`config.mk`:
```
export PLATFORM = sky130hd
export DESIGN_NAME = i2c_write_master_flat
export DESIGN_NICKNAME = d
export VERILOG_FILES = /design/src/rtl/i2c_write_master_pkg.sv /design/src/rtl/i2c_write_master_if.sv /design/src/rtl/i2c_write_master_quarter_tick.sv /design/src/rtl/i2c_write_master.sv /design/src/flat_wrapper.sv
export SDC_FILE = /design/constraint.sdc
export NUM_CORES = 1
export LEC_CHECK = 0
export ABC_AREA = 1
export BUFFER_PORTS_ARGS = -buffer_cell sky130_fd_sc_hd__buf_2
export CAP_MARGIN = 20
export CORE_UTILIZATION = 50
export CTS_BUF_LIST = sky130_fd_sc_hd__clkbuf_8 sky130_fd_sc_hd__clkbuf_16
export CTS_CLUSTER_SIZE = 28
export DETAILED_ROUTE_END_ITERATION = 16
export GPL_ROUTABILITY_DRIVEN = 1
export PLACE_DENSITY = 0.81
export SYNTH_ARGS = -nofsm -noshare
export SYNTH_HDL_FRONTEND = slang
export SYNTH_HIERARCHICAL = 1
export SYNTH_SLANG_ARGS = --single-unit
```
`constraint.sdc`:
```
create_clock -name clk -period 2.2 [get_ports clk]
set_input_delay 0 -clock clk [delete_from_list [all_inputs] [get_ports clk]]
set_output_delay 0 -clock clk [all_outputs]
set_load 0.03 [all_outputs]
```
`src/rtl/i2c_write_master_pkg.sv`:
```
// Shared definitions for the I2C single-byte write master: FSM states,
// quarter-phase names and the R/W bit value used for a write.
package i2c_pkg;

    typedef enum logic [2:0] {
        IDLE,
        START,
        ADDR,
        ACK1,
        DATA,
        ACK2,
        STOP,
        DONE
    } state_t;

    localparam logic [1:0] Q0 = 2'd0;
    localparam logic [1:0] Q1 = 2'd1;
    localparam logic [1:0] Q2 = 2'd2;
    localparam logic [1:0] Q3 = 2'd3;

    localparam logic W_BIT = 1'b0;

endpackage

```
`src/rtl/i2c_write_master_if.sv`:
```
// Request/status and open-drain line signals of the I2C write master.
interface i2c_write_master_if;

    logic       start;
    logic [6:0] addr;
    logic [7:0] data;
    logic       sda_in;
    logic       scl_o;
    logic       sda_o;
    logic       busy;
    logic       done;
    logic       ack_err;

    modport master (
        input  start, addr, data, sda_in,
        output scl_o, sda_o, busy, done, ack_err
    );

    modport slave (
        input  scl_o, sda_o, busy, done, ack_err,
        output start, addr, data, sda_in
    );

endinterface

```
`src/rtl/i2c_write_master_quarter_tick.sv`:
```
// Quarter-bit-period divider: one tick every CLK_DIV clocks while enabled,
// plus the 2-bit phase of the current quarter within a bit slot.
module i2c_quarter_tick #(
    parameter int CLK_DIV = 4,
    parameter int CNT_W   = 8
) (
    input  logic       clk,
    input  logic       reset,
    input  logic       enable,
    output logic       tick,
    output logic [1:0] phase
);

    logic [CNT_W-1:0] cnt;

    assign tick = enable && (cnt == CNT_W'(CLK_DIV - 1));

    // Counter and phase restart from zero whenever the master goes idle.
    always_ff @(posedge clk or negedge reset) begin
        if (!reset) begin
            cnt   <= '0;
            phase <= 2'd0;
        end else if (!enable) begin
            cnt   <= '0;
            phase <= 2'd0;
        end else if (tick) begin
            cnt   <= '0;
            phase <= phase + 2'd1;
        end else begin
            cnt   <= cnt + CNT_W'(1);
        end
    end

endmodule

```
`src/rtl/i2c_write_master.sv`:
```
// I2C single-byte write master: START, address+W, ACK, data byte, ACK, STOP,
// driving scl/sda open-drain style (1 = released, 0 = pulled low).
module i2c_write_master
    import i2c_pkg::*;
#(
    parameter int CLK_DIV = 4,
    parameter int CNT_W   = 8
) (
    input  logic                  clk,
    input  logic                  reset,
    i2c_write_master_if.master    bus
);

    state_t     state, state_next;
    logic       tick;
    logic [1:0] phase;
    logic       slot_end;
    logic [7:0] shreg;
    logic [7:0] data_q;
    logic [2:0] bit_cnt;
    logic       ack_err_q;
    logic       busy_int;

    i2c_quarter_tick #(
        .CLK_DIV (CLK_DIV),
        .CNT_W   (CNT_W)
    ) u_tick (
        .clk    (clk),
        .reset  (reset),
        .enable (busy_int),
        .tick   (tick),
        .phase  (phase)
    );

    assign slot_end = tick && (phase == Q3);

    always_ff @(posedge clk or negedge reset) begin
        if (!reset) state <= IDLE;
        else        state <= state_next;
    end

    always_comb begin
        state_next = state;
        unique case (state)
            IDLE:    if (bus.start) state_next = START;
            START:   if (slot_end) state_next = ADDR;
            ADDR:    if (slot_end && bit_cnt == 3'd7) state_next = ACK1;
            ACK1:    if (slot_end) state_next = bus.sda_in ? STOP : DATA;
            DATA:    if (slot_end && bit_cnt == 3'd7) state_next = ACK2;
            ACK2:    if (slot_end) state_next = STOP;
            STOP:    if (slot_end) state_next = DONE;
            DONE:    state_next = IDLE;
            default: state_next = IDLE;
        endcase
    end

    // The shift register carries the address byte first and is reloaded
    // with the data byte when the address is acknowledged.
    always_ff @(posedge clk or negedge reset) begin
        if (!reset) begin
            shreg     <= 8'hFF;
            data_q    <= 8'h00;
            bit_cnt   <= 3'd0;
            ack_err_q <= 1'b0;
        end else if (state == IDLE && bus.start) begin
            shreg     <= {bus.addr, W_BIT};
            data_q    <= bus.data;
            bit_cnt   <= 3'd0;
            ack_err_q <= 1'b0;
        end else if (slot_end) begin
            case (state)
                ADDR, DATA: begin
                    shreg   <= {shreg[6:0], 1'b1};
                    bit_cnt <= bit_cnt + 3'd1;
                end
                ACK1: begin
                    if (bus.sda_in) ack_err_q <= 1'b1;
                    else            shreg     <= data_q;
                end
                ACK2: begin
                    if (bus.sda_in) ack_err_q <= 1'b1;
                end
                default: ;
            endcase
        end
    end

    always_comb begin
        bus.scl_o = 1'b1;
        bus.sda_o = 1'b1;
        busy_int  = 1'b1;
        bus.done  = 1'b0;
        unique case (state)
            IDLE: busy_int = 1'b0;
            START: begin
                bus.scl_o = (phase != Q3);
                bus.sda_o = (phase == Q0);
            end
            ADDR, DATA: begin
                bus.scl_o = phase[1];
                bus.sda_o = shreg[7];
            end
            ACK1, ACK2: bus.scl_o = phase[1];
            STOP: begin
                bus.scl_o = (phase != Q0);
                bus.sda_o = phase[1];
            end
            DONE: begin
                busy_int = 1'b0;
                bus.done = 1'b1;
            end
            default: busy_int = 1'b0;
        endcase
    end

    assign bus.busy    = busy_int;
    assign bus.ack_err = ack_err_q;

endmodule

```
`src/flat_wrapper.sv`:
```
// flat-port wrapper written by rule: the top's interface ports become plain ports
module i2c_write_master_flat import i2c_pkg::*;
#(
    parameter int CLK_DIV = 4,
    parameter int CNT_W   = 8
)
  (clk, reset, bus_start, bus_addr, bus_data, bus_sda_in, bus_scl_o, bus_sda_o, bus_busy, bus_done, bus_ack_err);
  i2c_write_master_if bus_i ();
  input  logic clk;
  input  logic reset;
  input wire logic [$bits(bus_i.start)-1:0] bus_start;
  input wire logic [$bits(bus_i.addr)-1:0] bus_addr;
  input wire logic [$bits(bus_i.data)-1:0] bus_data;
  input wire logic [$bits(bus_i.sda_in)-1:0] bus_sda_in;
  output wire logic [$bits(bus_i.scl_o)-1:0] bus_scl_o;
  output wire logic [$bits(bus_i.sda_o)-1:0] bus_sda_o;
  output wire logic [$bits(bus_i.busy)-1:0] bus_busy;
  output wire logic [$bits(bus_i.done)-1:0] bus_done;
  output wire logic [$bits(bus_i.ack_err)-1:0] bus_ack_err;
  assign bus_i.start = bus_start;
  assign bus_i.addr = bus_addr;
  assign bus_i.data = bus_data;
  assign bus_i.sda_in = bus_sda_in;
  assign bus_scl_o = bus_i.scl_o;
  assign bus_sda_o = bus_i.sda_o;
  assign bus_busy = bus_i.busy;
  assign bus_done = bus_i.done;
  assign bus_ack_err = bus_i.ack_err;
  i2c_write_master #(.CLK_DIV(CLK_DIV), .CNT_W(CNT_W)) u_core (.clk(clk), .reset(reset), .bus(bus_i));
endmodule
```
==> results of run 1 <==
==> worst register-to-register path, delay by kind of cell (launching register included) <==
family,cells,cell delay [ns]
buf+inv,1,0.10
simple gates,6,0.63
compound gates,2,0.51
flops,1,0.61
==> flip-flops by register name, indices dropped and copies added, names as in the netlist <==
register,flops
u_core/data_q,8
u_core/shreg,8
u_core/u_tick/cnt,8
u_core/bit_cnt,3
u_core/state,3
u_core/u_tick/phase,2
u_core/bus.ack_err,1
==> final cells by class <==
cell class / instances / share of cell area
Multi-Input combinational cell: 196 / 0.423
Clock inverter: 1 / 0.00210
Timing Repair Buffer: 36 / 0.101
Clock buffer: 7 / 0.0404
Tap cell: 48 / 0.0252
Inverter: 36 / 0.0577
Sequential cell: 33 / 0.351
==> cells in the final DEF, fill, tap and decap left out, types with 4 or more instances in the layout <==
master           n
nand2_2          5
o21ai_0         14
dlygate4sd3_1   11
clkbuf_8         7
nand3_1         22
buf_2           23
inv_1           33
nand2_1        103
nor2_1          20
nand4_1          4
dfstp_2          8
dfrtp_1         25
==> layer usage <==
| metal | wire (um) | track usage |
|---|---|---|
| met5 | 0 | 0 |
| met4 | 40 | 0.0978 |
| met3 | 207 | 0.0690 |
| met2 | 1960 | 0.381 |
| met1 | 1940 | 0.294 |
==> path summary, 6_finish.rpt <==
kind	startpoint	end	slack (ns)	cells after the start
worst max-delay path	u_core/state[1]$_DFFE_PN0P_	u_core/state[1]$_DFFE_PN0P_	0.24	9
worst min-delay path	bus_addr[5]	u_core/shreg[6]$_DFFE_PN1P_	0.02	5
worst max register to register	u_core/state[1]$_DFFE_PN0P_	u_core/state[1]$_DFFE_PN0P_	0.24	9
worst min register to register	u_core/shreg[7]$_DFFE_PN1P_	u_core/shreg[7]$_DFFE_PN1P_	0.47	2
max in group asynchronous	reset	u_core/state[0]$_DFFE_PN0P_	1.44	2
min in group asynchronous	reset	u_core/u_tick/cnt[1]$_DFF_PN0_	0.30	2
==> per-stage QoR <==
stage          worst slack, ns  cells  total power, uW  hold WS (ns)
5_1_grt                 0.0506    357             3350        0.0364
3_3_place_gp             0.304    338             2510         0.102
4_1_cts                  0.230    357             3070       0.00416
6_report                 0.236    357             3060        0.0161
2_1_floorplan            0.233    271             2270        -0.296
3_5_place_dp             0.245    338             2530         0.103
==> kinds of logic after synthesis <==
logic type	after synthesis	synth area share
and+or+nand+nor	167	0.386
buffers and inverters	42	0.0959
DFF	33	0.411
AOI/OAI and AO/OA	23	0.0762
xor gates and xnor gates	3	0.0129
adders and majority gates	3	0.0184
==> power by group through the flow <==
stage	clock, uW	sequential [uW]	combinational, uW
global placement	0	1060	1450
global route	541	1090	1720
floorplan	0	960	1310
CTS	518	1050	1500
detailed placement	0	1060	1480
finish	502	1050	1500
==> impl_metrics.toml, run 1 <==
[run_status]
status = "completed"

[pwr]
p_sw_frac = 0.456
clkPwrFrac = 0.164
ir_drop_mv = 0.645
cellLeakagePower_uw = 0.00126
power.internal_uw = 1660
power.density_nw_per_um2 = 1280
combinationalPowerShare = 0.491
p_seq_frac = 0.345
p_sw_uw = 1390

[global_route]
antenna_found_initial = 0
grt_max_degree = 34
grt_pass1_vias = 1824
grt_pass1_wl_um = 7670
grt_overflow_total = 0
track_usage = 0.236

[worst_hold_path]
min_path_type = "in -> reg"

[die]
die_w_um = 65.8
rows = 22
dieHeight_um = 65.8
core_sq_um = 3770
die-area_sq_um = 4330
io_pins = 24
initial_core_util = 0.540

[detailed_routing]
wl_per_cell_um = 11.6
firstDrtPassIters = 4
antenna_left = 0
dr.first_iter.drc_count = 102
viasPerCell = 4.97
vias = 1773
drc_errors = 0
wl_um = 4140

[clock_tree]
clkSinkCount = 33
clockBufferDepth = 2
cts-root-buf = "clkbuf_8"
postCtsHoldBufs = 11
cts_resized = 0
clkTransAtPathRegs_ns = 0.06
clk_latency_ns = 0.29
cts_setup_buffers = 0
cts_tree = "yes"
htree_levels = 2
cts-buffers-inserted = 5

[timing]
hold_viol_final = 0
final-setup-viol-count = 0
drv_slew = 0
clock.fmax_ghz = 0.509
min_period_over_period = 0.893
rsz0062_at_grt = "false"
worst_pin_slew_ns = 0.715
period_needed_ns = 1.96
slew_headroom = 0.523
fin_worst_skew_ns = 0.00132
finalSetupTns_ns = 0

[layout]
utilization = 0.632
synthToLayoutAreaGrowth_pct = 17.1
regArea_sq_um = 836
nets = 330
stdcell_area_sq_um = 2380
diodes = 0
fillers = 344
drive_gt1_frac = 0.207
multiInputGateArea_sq_um = 1010

[setup_path]
crit_top_cell = "nand2_1"
start_kind = "flip-flop"
cp_num_buf_inv = 1
crit_arrival_ns = 2.15
required_ns = 2.38
slowest_stage = "dfrtp_1"
setup.worst_path.class = "reg -> reg"
crit_fanout = 8
crit_family = "simple AND/OR/NAND/NOR gates"
critPathCaptureType = "flip-flop"
max_stage_delay_ns = 0.61
path_cells = "nor2_8 -> o21ai_2 -> inv_1 -> nor2_1 -> nand4_1 -> a21oi_4 -> nand2_1 -> nand2_1 -> nand2_1"

[yosys]
async_flop_share = 1.00
synth_commonest_cells = "nand2_1, inv_1, dfrtp_1"
synth_edf_count = 0
syn_area_sq_um = 2040
syn-num-nets = 293
synth.distinct_cells = 30
synth_seq_cells = 33
yosys_warnings = 6
yosys.area.top_type_share = 0.307
ys_top_cells_by_area = "dfrtp_1, nand2_1, dfstp_2, inv_1, nand3_1"
syn_inst = 271
synth_area_leader_cell = "dfrtp_1"
synthFlopType = "dfrtp_1"
syn_avg_cell_area_sq_um = 7.51
seq_area_frac_synth = 0.411
yosysMostFrequentCell = "nand2_1"

[place]
gp_congestion = 0.846
dpl_cell_area_sq_um = 2170
post-dp-hpwl_um = 2780
io_buffers = 23

[run]
max_cap_viol_count = 0
(Power assumes the default switching activity.)
==> inputs of run 2 (changes only) <==
--- a/config.mk
+++ b/config.mk
@@ -8,6 +8,7 @@
 export ABC_AREA = 1
 export BUFFER_PORTS_ARGS = -buffer_cell sky130_fd_sc_hd__buf_2
 export CAP_MARGIN = 20
+export CORE_MARGIN = 8
 export CORE_UTILIZATION = 50
 export CTS_BUF_LIST = sky130_fd_sc_hd__clkbuf_8 sky130_fd_sc_hd__clkbuf_16
 export CTS_CLUSTER_SIZE = 28
==> constraint.sdc (replaced) <==
create_clock -name clk -period 2.3 [get_ports clk]
set_input_delay 0 -clock clk [delete_from_list [all_inputs] [get_ports clk]]
set_output_delay 0 -clock clk [all_outputs]
set_load 0.03 [all_outputs]
==> run 2 against run 1 <==
Clock power shrank 18%. Critical path type unchanged. Utilization down 3.7 points. Clock skew up 0.0068 ns. Wire length up 4.3%. First-iteration DRC count up 14%. Largest cell class unchanged. Global-route usage fell by 8.4 points. Sequential cell count stayed put. Non-clock buffer count unchanged. Sequential power is 4% lower. Final area is 0.84% lower. Highest routed layer unchanged. Maximum frequency hardly changed.
==> impl_metrics.toml, run 2 (same netlist as run 1, synthesis figures left out) <==
[place]
post-dp-hpwl_um = 3050
io_buffers = 23
gp_congestion = 0.870
dpl_cell_area_sq_um = 2170

[setup_path]
r2r_start = "u_core/state[1]$_DFFE_PN0P_"
rrSetupSlack_ns = 0.34
required_ns = 2.53
crit_fanout = 8
r2r_cells = 11
start_kind = "flip-flop"
setup.worst_path.class = "reg -> reg"
worst_r2r_endpoint = "u_core/shreg[3]$_DFFE_PN1P_"
critPathCaptureType = "flip-flop"
crit_arrival_ns = 2.19

[timing]
worst_pin_slew_ns = 0.706
rsz0062_at_grt = "false"
final-setup-viol-count = 0
holdWs_ns = 0.0106
min_period_over_period = 0.853
period_needed_ns = 1.96
finalSetupTns_ns = 0
slew_headroom = 0.529
hold_viol_final = 0
fin_worst_skew_ns = 0.00812
clock.fmax_ghz = 0.510
drv_slew = 0

[global_route]
grt_overflow_total = 0
grt_pass1_wl_um = 7750
antenna_found_initial = 0
grt_max_degree = 34
track_usage = 0.152
grt_pass1_vias = 1779

[worst_hold_path]
min_path_type = "in -> reg"
holdPathStages = 5
hold_end = "u_core/shreg[1]$_DFFE_PN1P_"
hp-start = "bus_addr[0]"

[clock_tree]
cts-buffers-inserted = 5
cts_tree = "yes"
clk_latency_ns = 0.29
clkTransAtPathRegs_ns = 0.07
cts-root-buf = "clkbuf_8"
htree_levels = 2
clkSinkCount = 33
clockBufferDepth = 2
cts_setup_buffers = 0

[detailed_routing]
viasPerCell = 4.93
wl_per_cell_um = 12.0
vias = 1769
firstDrtPassIters = 4
antenna_left = 0
drc_errors = 0
wl_um = 4320
dr.first_iter.drc_count = 116

[layout]
final_common_cell = "nand2_1"
layout_common_cells = "nand2_1, inv_1, dfrtp_1, buf_2, nand3_1"
drive_gt1_frac = 0.201
top_regs = "u_core/data_q x8, u_core/shreg x8, u_core/u_tick/cnt x8"
synthToLayoutAreaGrowth_pct = 16.1
stdcell_area_sq_um = 2360
nets = 330
diodes = 0

[pwr]
p_sw_uw = 1330
ir_drop_mv = 0.659
p_seq_frac = 0.353
power.density_nw_per_um2 = 1210
clkPwrFrac = 0.145
combinationalPowerShare = 0.502
power_uw = 2860
cellLeakagePower_uw = 0.00125
power.internal_uw = 1520
p_sw_frac = 0.467

[run]
max_cap_viol_count = 0

[die]
die_w_um = 79.8
initial_core_util = 0.513
dieHeight_um = 79.8
core_sq_um = 3970
io_pins = 24
die-area_sq_um = 6370
rows = 23

[run_status]
status = "completed"
-- run 2: changes by cell type in the layout (fill, tap and decap cells not counted), sizes merged --
cell,delta
inv,+1
clkbuf,-2
clkinv,+1
-- run 2: power by group through the flow --
stage	Clock, uW	Combinational [uW]	Sequential (uW)
final	414	1430	1010
after global routing	450	1640	1040
after CTS	425	1440	1010
after detailed placement	0	1420	1020
after global placement	0	1380	1010
after floorplan	0	1250	918
-- run 2: worst max-delay path by stage --
| stage | from | endpoint | slack (ns) | cells after the start |
|---|---|---|---|---|
| global route | u_core/state[1]$_DFFE_PN0P_ | u_core/shreg[3]$_DFFE_PN1P_ | 0.19 | 11 |
| CTS | u_core/state[1]$_DFFE_PN0P_ | u_core/shreg[3]$_DFFE_PN1P_ | 0.33 | 11 |
| global placement | u_core/state[1]$_DFFE_PN0P_ | u_core/state[1]$_DFFE_PN0P_ | 0.45 | 10 |
| floorplan | u_core/state[1]$_DFFE_PN0P_ | u_core/state[1]$_DFFE_PN0P_ | 0.02 | 10 |
| finish | u_core/state[1]$_DFFE_PN0P_ | u_core/shreg[3]$_DFFE_PN1P_ | 0.34 | 11 |
| detailed placement | u_core/state[1]$_DFFE_PN0P_ | u_core/state[0]$_DFFE_PN0P_ | 0.37 | 10 |
-- run 2: layout make-up --
type | count | area (sq um)
timing repair buffer | 36 | 240
inverter | 36 | 138
tap | 50 | 62.6
clock buffer | 5 | 68.8
fill | 346 | 1610
multi-input combinational | 196 | 1000
sequential | 33 | 836
clock inverter | 3 | 13.8
-- run 2: stage by stage --
step                      instances  setup slack (ns)  utilization
after floorplan                 271            0.0215            -
after global placement          340             0.455        0.547
final                           359             0.338        0.595
after global routing            359             0.188        0.595
after detailed placement        340             0.369        0.547
after CTS                       359             0.332        0.595
-- run 2: timing repair --
action | in CTS | in global routing
hold endpoints to repair | 35 | 0
hold buffers | 11 | 0
resized for setup | 0 | 0
-- run 2: critical path, stage by stage, from the launching register on --
cell and delay [ns]:
dfrtp_1 0.53, nand2_4 0.18, nand2_1 0.08, o21ai_1 0.12, inv_1 0.15, nor2_1 0.16, nand3_1 0.15, nand2_2 0.14
inv_2 0.07, nor2_8 0.16, nand2_1 0.09, nand2_1 0.08
-- run 2: metal layers --
metal	up-vias	GRT usage	wire (um)
met5	-	0	0
li1	916	-	-
met2	50	0.244	2040
met3	6	0.0484	285
met1	797	0.186	1940
met4	0	0.0582	57
==> inputs of run 3 (changes only) <==
--- a/config.mk
+++ b/config.mk
@@ -14,8 +14,7 @@
 export CTS_CLUSTER_SIZE = 28
 export DETAILED_ROUTE_END_ITERATION = 16
 export GPL_ROUTABILITY_DRIVEN = 1
-export PLACE_DENSITY = 0.81
+export PLACE_DENSITY = 0.82
 export SYNTH_ARGS = -nofsm -noshare
 export SYNTH_HDL_FRONTEND = slang
-export SYNTH_HIERARCHICAL = 1
 export SYNTH_SLANG_ARGS = --single-unit
==> run 3 against run 2 <==
Die area is 9.7% lower. Worst hold slack better by 0.0047 ns. Register-to-register slack better by 0.33 ns. Sequential share of layout area is 4.1 points higher. Critical path depth is 4 lower. Clock-buffer cell count is 1 higher. Non-clock buffer count is 3 lower. Power is 61% lower. Maximum frequency is 11% higher. Critical path type is now reg -> out. Highest routed layer unchanged.
==> impl_metrics.toml, run 3 <==
[detailed_routing]
wl_um = 3560
firstDrtPassIters = 4
vias = 1511
drc_errors = 0
wl_per_cell_um = 11.9
antenna_left = 0
dr.first_iter.drc_count = 60
viasPerCell = 5.05

[pwr]
ir_drop_mv = 0.378
power.internal_uw = 861
cellLeakagePower_uw = 0.00105
clkPwrFrac = 0.409
p_seq_frac = 0.518
combinationalPowerShare = 0.073
power.density_nw_per_um2 = 531
p_sw_frac = 0.236
p_sw_uw = 266

[timing]
period_needed_ns = 1.78
finalSetupTns_ns = 0
rsz0062_at_grt = "false"
hold_viol_final = 0
drv_slew = 0
min_period_over_period = 0.772
fin_worst_skew_ns = 0.00684
worst_pin_slew_ns = 0.704
clock.fmax_ghz = 0.563
slew_headroom = 0.531
worst_slack_ns = 0.525
final-setup-viol-count = 0

[layout]
regArea_sq_um = 836
drive_gt1_frac = 0.257
diodes = 0
synthToLayoutAreaGrowth_pct = 18.4
multiInputGateArea_sq_um = 838
fillers = 278
final_cell_count_no_fill = 299
nets = 276
top_regs = "u_core.data_q x8, u_core.shreg x8, u_core.u_tick.cnt x8"
final_common_cell = "nand2_1"
layout_common_cells = "nand2_1, dfrtp_1, o21ai_0, buf_2, nor2_1"

[die]
core_sq_um = 3390
die-area_sq_um = 5750
dieHeight_um = 75.8
rows = 21
die_w_um = 75.8
initial_core_util = 0.528
io_pins = 24

[yosys]
syn-num-nets = 241
synthFlopType = "dfrtp_1"
syn_avg_cell_area_sq_um = 8.25
yosys.area.top_type_share = 0.349
yosys_warnings = 0
yosysMostFrequentCell = "nand2_1"
seq_area_frac_synth = 0.467
synth.distinct_cells = 31
async_flop_share = 1.00
synth_edf_count = 0
synth_commonest_cells = "nand2_1, dfrtp_1, o21ai_0"
syn_inst = 217
ys_top_cells_by_area = "dfrtp_1, nand2_1, dfstp_2, o21ai_0, o21ai_2"
synth_seq_cells = 33
syn_area_sq_um = 1790
synth_area_leader_cell = "dfrtp_1"

[setup_path]
setup.worst_path.class = "reg -> out"
crit_fanout = 15
required_ns = 2.30
start_kind = "flip-flop"
crit_arrival_ns = 1.78
critPathCaptureType = "primary output"

[clock_tree]
clkTransAtPathRegs_ns = 0.07
cts-root-buf = "clkbuf_8"
cts_tree = "yes"
htree_levels = 2
cts-buffers-inserted = 5
clk_latency_ns = 0.29
clkSinkCount = 33
cts_setup_buffers = 0
clockBufferDepth = 2

[place]
place_ws_ns = 0.697
post-dp-hpwl_um = 2580
gp_congestion = 0.872
dp.cells = 282
io_buffers = 23

[global_route]
grt_pass1_vias = 1457
track_usage = 0.147
grt_max_degree = 34
grt_overflow_total = 0
antenna_found_initial = 0
grt_pass1_wl_um = 6270

[run]
max_cap_viol_count = 0

[worst_hold_path]
min_path_type = "in -> reg"

[run_status]
status = "completed"
run 3: logic make-up (layout without fill, tap and decap cells):
group	Yosys count	in the layout	synth area share
AOI/OAI and AO/OA	43	43	0.152
xor gates and xnor gates	2	2	0.00979
adders and majority gates	5	5	0.0349
buffers and inverters	26	62	0.0650
DFF	33	33	0.467
and+or+nand+nor	108	108	0.272
run 3: critical path: stages, from the launching register on:
cell	delay [ns]
dfrtp_1	0.46
nand2_2	0.13
nor2_4	0.29
inv_2	0.11
nand2_1	0.09
o21ai_0	0.08
o2111ai_1	0.08
buf_2	0.23
run 3: metrics by stage:
| step | power, uW | hold WS [ns] | util | area, sq um |
|---|---|---|---|---|
| global route | 1170 | 0.0237 | 0.625 | 2120 |
| CTS | 1140 | 0.00859 | 0.625 | 2120 |
| floorplan | 636 | -0.296 | - | 1790 |
| global placement | 664 | 0.0963 | 0.570 | 1930 |
| finish | 1130 | 0.0153 | 0.625 | 2120 |
| detailed placement | 666 | 0.0998 | 0.570 | 1930 |
run 3: worst paths after layout:
path,endpoint,from,depth (start not counted),slack (ns)
worst min register to register,u_core.u_tick.cnt[0]$_DFF_PN0_,u_core.u_tick.cnt[0]$_DFF_PN0_,1,0.46
worst max register to register,u_core.shreg[7]$_DFFE_PN1P_,u_core.state[2]$_DFFE_PN0P_,7,0.67
worst max-delay path,bus_scl_o,u_core.state[1]$_DFFE_PN0P_,7,0.52
min in group asynchronous,u_core.u_tick.cnt[7]$_DFF_PN0_,reset,2,0.29
worst min-delay path,u_core.bus.ack_err$_DFFE_PN0P_,bus_sda_in,3,0.02
max in group asynchronous,u_core.state[1]$_DFFE_PN0P_,reset,2,1.56
run 3: area by class of cell:
type | instances | area share
multi-input combinational | 158 | 0.396
sequential | 33 | 0.394
timing repair buffer | 33 | 0.100
clock buffer | 6 | 0.0390
inverter | 21 | 0.0372
tap | 46 | 0.0272
clock inverter | 2 | 0.00649
run 3: repair_timing:
action,4_1_cts,5_1_grt
hold endpoints to repair,33,0
gates resized for setup,0,0
setup endpoints to repair,0,0
hold buffers,9,0
run 3: per-layer routing:
layer	global-route usage	part of all wire	up-vias
li1	-	-	772
met4	0.0640	0.018	0
met1	0.175	0.47	707
met3	0.0605	0.055	7
met5	0	0	-
met2	0.225	0.46	25
run 3: power groups by stage:
stage               Combinational, uW  Sequential [uW]  Clock, uW
finish                           82.0              583        461
global route                     93.5              583        497
CTS                              83.5              583        474
detailed placement               72.0              594          0
global placement                 69.8              594          0
floorplan                        41.9              594          0
